--- src/rtl/riscv_test_monitor.sv ---
// Snoops CPU write-back to x3/x26/x27 and reports PASS/FAIL of a test.
// Define TEST_MON_WATCHDOG_EN to add the RUN-state TIMEOUT watchdog.
module riscv_test_monitor #(
  parameter int unsigned SETTLE_CYCLES  = 4,
  parameter logic [31:0] TIMEOUT_CYCLES = 32'd100000
) (
  input  logic        sys_clk,
  input  logic        sys_rst_n,
  input  logic        wb_en,
  input  logic [4:0]  wb_addr,
  input  logic [31:0] wb_data,
  output logic        test_done,
  output logic        test_pass,
  output logic        test_timeout,
  output logic [31:0] fail_testnum,
  output logic [31:0] cycle_count
);

  typedef enum logic [2:0] {
    RUN, SETTLE, PASS, FAIL, TIMEOUT
  } state_t;

  state_t      state, state_nxt;
  logic [31:0] sh_x3, sh_x26, sh_x27;
  logic [7:0]  settle, settle_nxt;
  logic [31:0] cyc_nxt, fnum_nxt;
  logic        done_nxt, pass_nxt;
  logic        live;

  if (SETTLE_CYCLES < 1 || SETTLE_CYCLES > 255) begin : g_bad_settle
    $error("SETTLE_CYCLES out of range 1..255");
  end
  if (TIMEOUT_CYCLES < 32'd1) begin : g_bad_timeout
    $error("TIMEOUT_CYCLES must be >= 1");
  end

  assign live = (state == RUN) || (state == SETTLE);

`ifdef TEST_MON_WATCHDOG_EN
  logic tmo_nxt;
`endif

  always_comb begin
    state_nxt  = state;
    settle_nxt = settle;
    cyc_nxt    = cycle_count;
    done_nxt   = test_done;
    pass_nxt   = test_pass;
    fnum_nxt   = fail_testnum;
`ifdef TEST_MON_WATCHDOG_EN
    tmo_nxt    = test_timeout;
`endif
    if (live && cycle_count != 32'hFFFF_FFFF)
      cyc_nxt = cycle_count + 32'd1;
    unique case (state)
      RUN: begin
        if (sh_x26 == 32'd1) begin
          state_nxt  = SETTLE;
          settle_nxt = 8'(SETTLE_CYCLES);
        end
`ifdef TEST_MON_WATCHDOG_EN
        // x26==1 outranks the watchdog on the same edge
        else if (cycle_count == TIMEOUT_CYCLES) begin
          state_nxt = TIMEOUT;
          done_nxt  = 1'b1;
          tmo_nxt   = 1'b1;
          cyc_nxt   = cycle_count;
        end
`endif
      end
      SETTLE: begin
        settle_nxt = settle - 8'd1;
        if (settle == 8'd1) begin
          state_nxt = (sh_x27 == 32'd1) ? PASS : FAIL;
          done_nxt  = 1'b1;
          pass_nxt  = (sh_x27 == 32'd1);
          fnum_nxt  = sh_x3;
        end
      end
      default: ;
    endcase
  end

  always_ff @(posedge sys_clk) begin
    if (!sys_rst_n) begin
      state        <= RUN;
      settle       <= '0;
      sh_x3        <= '0;
      sh_x26       <= '0;
      sh_x27       <= '0;
      cycle_count  <= '0;
      fail_testnum <= '0;
      test_done    <= 1'b0;
      test_pass    <= 1'b0;
    end else begin
      state        <= state_nxt;
      settle       <= settle_nxt;
      cycle_count  <= cyc_nxt;
      fail_testnum <= fnum_nxt;
      test_done    <= done_nxt;
      test_pass    <= pass_nxt;
      if (live && wb_en) begin
        if (wb_addr == 5'd3)  sh_x3  <= wb_data;
        if (wb_addr == 5'd26) sh_x26 <= wb_data;
        if (wb_addr == 5'd27) sh_x27 <= wb_data;
      end
    end
  end

`ifdef TEST_MON_WATCHDOG_EN
  always_ff @(posedge sys_clk) begin
    if (!sys_rst_n) test_timeout <= 1'b0;
    else            test_timeout <= tmo_nxt;
  end
`else
  assign test_timeout = 1'b0;
`endif

endmodule
--- config.mk ---
export PLATFORM = sky130hd
export DESIGN_NAME = riscv_test_monitor
export DESIGN_NICKNAME = d
export VERILOG_FILES = /design/src/rtl/riscv_test_monitor.sv
export SDC_FILE = /design/constraint.sdc
export NUM_CORES = 1
export LEC_CHECK = 0
export BUFFER_PORTS_ARGS = -buffer_cell sky130_fd_sc_hd__clkbuf_2
export CORE_MARGIN = 3
export CORE_UTILIZATION = 56
export CTS_CLUSTER_SIZE = 25
export DETAILED_ROUTE_END_ITERATION = 8
export PLACE_DENSITY_LB_ADDON = 0.05
export SETUP_SLACK_MARGIN = 0.15
export SYNTH_ARGS = -nofsm -noshare
export SYNTH_HDL_FRONTEND = slang
export SYNTH_SLANG_ARGS = --single-unit
--- constraint.sdc ---
create_clock -name sys_clk -period 3.1 [get_ports sys_clk]
set_clock_uncertainty 0.2 [all_clocks]
set_input_delay 0.465 -clock sys_clk [delete_from_list [all_inputs] [get_ports sys_clk]]
set_output_delay 0.465 -clock sys_clk [all_outputs]
set_load 0.005 [all_outputs]
==> metrics.md <==
| Metric | Value |
|---|---|
| Iteration-0 DRC Markers | 435 |
| Crit path max fanout | 12 |
| Vias in the first global route | 5578 |
| ANT nets after route | 0 |
| Synthesized flop and latch total | 172 |
| Syn avg cell area | 8.01 um2 |
| Netlist cell types | 60 |
| Commonest non-fill, non-tap cell in the layout | nand2_1 |
| Layout cells sized above 1 | 0.171 |
| Reg2reg start | state[1]$_SDFFE_PN0P_ |
| Int Pwr | 0.00360 W |
| Fmax | 427 MHz |
| Overall global routing resource usage | 0.245 |
| Finished Core Util | 0.686 |
| Syn-to-layout area delta | 17.7% |
| Cell count of the worst hold path | 3 |
| Setup bufs post-CTS | 0 |
| Worst skew pair latency | 430 ps |
| Synth Instances | 845 |
| Synth async-reset ratio | 0 |
| Leakage | ~2.9 nW |
| Pre-CTS WS | ~770 ps |
| DIE WIDTH | ~120 um |
| TritonCTS clock tree | built |
| Slowest CP cell | nor4b_2 |
| Status | complete, no violations |
| Hold-fix buffer count after cts | 0 |
| Sw frac | 0.209 |
| Worst Hold Slack | 94.1 ps |
| Worst min-delay path class | in2reg |
| DRT Pass-1 Iters | 5 |
| Slew Viols, Final | 0 |
| RR Endpoint | state[0]$_SDFFE_PN0P_ |
| Hold Violations, Final | 0 |
| RSZ-0062 raised after global routing | no |
| Slowest stage delay, CP | 480 ps |
| Number of placed I/O pins | 107 |
| DR vias/cell | 5.58 |
| Synthesized area | 0.00677 mm2 |
| Row count | 39 |
| Pwr dens | 572 mW/mm2 |
| Peak supply drop | 0.377 mV |
| Setup_tns | 0 ps |
| Die height | 116 um |
| Critical path, cell by cell | nand2b_1 > nor4b_2 > nand3_1 > or3_1 > o211a_1 |
| Post-DP HPWL | 10.9 mm |
| DIE AREA | 0.0134 mm2 |
| Hold Path Origin | wb_data[19] |
| # diodes | 0 |
| Switching power total | 0.000952 W |
| Worst-margin pin slew | 833 ps |
| Pin count of the biggest net entering global routing | just over 80 |
| Part of the power in registers | 0.491 |
| R2R setup slack | 760 ps |
| CTS Root Cell | clkbuf_16 |
| Final setup fails | 0 |
| Fin crit period | 2340 ps |
| Vias | 6063 |
| Syn. warnings | 0 |
| Routed len/inst | between 10 and 15 um |
| Core box area | 0.0116 mm2 |
| Most frequent cells in the layout | nand2_1, dfxtp_1, a21oi_1 |
| First-pass GRT wire length | 26.2 mm |
| Top Family by Delay on Critical Path | simple AND/OR/NAND/NOR gates |
| Arrival @ worst endpoint | 2460 ps |
| Nets@finish | 973 |
| Port bufs | 105 |
| Hold EP | sh_x27[19]$_SDFFE_PN0P_ |
| Sink Count | roughly 170 |
| Grt ovf | 0 |
| Slew HR | 0.444 |
| Post-route setup slack | roughly 760 ps |
| CP Class | reg2reg |
| Number of synthesized flops with an enable pin | 0 |
| CTS Buf Count | 17 |
| Initial antenna violation count | 0 |
| Buffers & Inverters on Critical Path | 0 |
| Clock Pin Slew Worst Setup and Hold Paths | around 60 ps |
| Max H-tree Level | 4 |
| Clock network power share | 0.480 |
| CTS max path bufs | 2 |
| Post-CTS sizing | 0 |
| Combinational share of power | 0.030 |
| WP data required | around 3200 ps |
| Max Cap Viol | 0 |
| Worst R2R Path Depth | 5 |
| Synth Flop Type | dfxtp_1 |
| Initial Util | 0.583 |
| Post-synthesis sequential area ratio | 0.509 |
| Critical Path Start Type | flop |
| Synth Net Count | 888 |
| Setup crit end kind | flop |
| Final Cycle Share | 0.756 |
| GPL Wtd Cong | between 0.8 and 0.9 |
| WL final | 15.9 mm |
| DRC | 0 |
power by group through the flow:
stage / clock network [W] / logic, W / registers (W)
global route: 0.00230 / 0.000151 / 0.00223
floorplan: 0 / 0.0000723 / 0.00228
finish: 0.00218 / 0.000136 / 0.00223
detailed placement: 0 / 0.000134 / 0.00228
global placement: 0 / 0.000132 / 0.00228
CTS: 0.00221 / 0.000135 / 0.00223
per-layer routing:
layer / up-vias / share of wire / global-route usage
li1: 3042 / - / -
met1: 2855 / 0.44 / 0.310
met2: 143 / 0.49 / 0.410
met3: 23 / 0.044 / 0.0517
met4: 0 / 0.019 / 0.0928
met5: - / 0 / 0
worst reg2reg max path: cells and delay by family, from the launching register on:
family,cells,cell delay (ps)
AO/OA/AOI/OAI,1,150
flip-flops,1,470
AND/OR/NAND/NOR,4,1420
synth_stat cells (all sizes together), types with 4 or more instances:
library cell	instances	area, um2
o21ai	14	70.1
buf	16	82.6
nor2	25	93.8
nand4	19	140
and4	6	58.8
nor3	4	20.0
dfxtp	172	3440
nor4b	4	41.3
clkbuf	34	138
nand2b	8	50.1
nand3	14	70.1
nand2	287	1080
nor4	16	121
and3	6	37.5
xnor2	5	43.8
xor2	6	52.6
inv	8	30.0
or3	12	75.1
a21oi	145	726
mux2i	7	70.1
and2	4	26.3
cells by family after synthesis:
group                    synth area share
AO/OA/AOI/OAI                       0.146
XOR/XNOR                           0.0142
adder cells (fa/ha/maj)           0.00555
buffers and inverters              0.0370
flip-flops                          0.509
multiplexers                       0.0104
other                            0.000554
AND/OR/NAND/NOR                     0.278
state kept, by name, summed over array words and instances (netlist names):
name,flops
fail_testnum,32
sh_x27,32
settle,8
cycle_count,32
sh_x3,32
test_done,1
state,2
test_pass,1
sh_x26,32
through the flow:
step	instance area (um2)	total power [W]	instances
global route	7960	0.00469	1086
finish	7960	0.00455	1086
floorplan	6770	0.00235	845
CTS	7960	0.00458	1086
global placement	7350	0.00241	1054
detailed placement	7350	0.00242	1054
layout make-up:
type | count | area [um2]
clock buffers | 23 | 478
clock inverters | 9 | 134
fillers | 1013 | 3650
inverters | 8 | 32.5
multi-input cells | 615 | 3080
flip-flops and latches | 172 | 3440
well taps | 143 | 179
repair buffers | 116 | 621
worst max-delay path by stage:
stage | start | to | slack, ps | depth (start not counted)
CTS | state[1]$_SDFFE_PN0P_ | settle[1]$_SDFFE_PN0P_ | 770 | 5
global route | state[1]$_SDFFE_PN0P_ | settle[1]$_SDFFE_PN0P_ | 500 | 5
finish | state[1]$_SDFFE_PN0P_ | state[0]$_SDFFE_PN0P_ | 760 | 5
floorplan | cycle_count[0]$_SDFFE_PN0P_ | cycle_count[9]$_SDFFE_PN0P_ | 1020 | 7
global placement | sys_rst_n | sh_x3[17]$_SDFFE_PN0P_ | 820 | 4
detailed placement | sys_rst_n | sh_x3[18]$_SDFFE_PN0P_ | 770 | 4
Power figures use the tool's default switching activity.
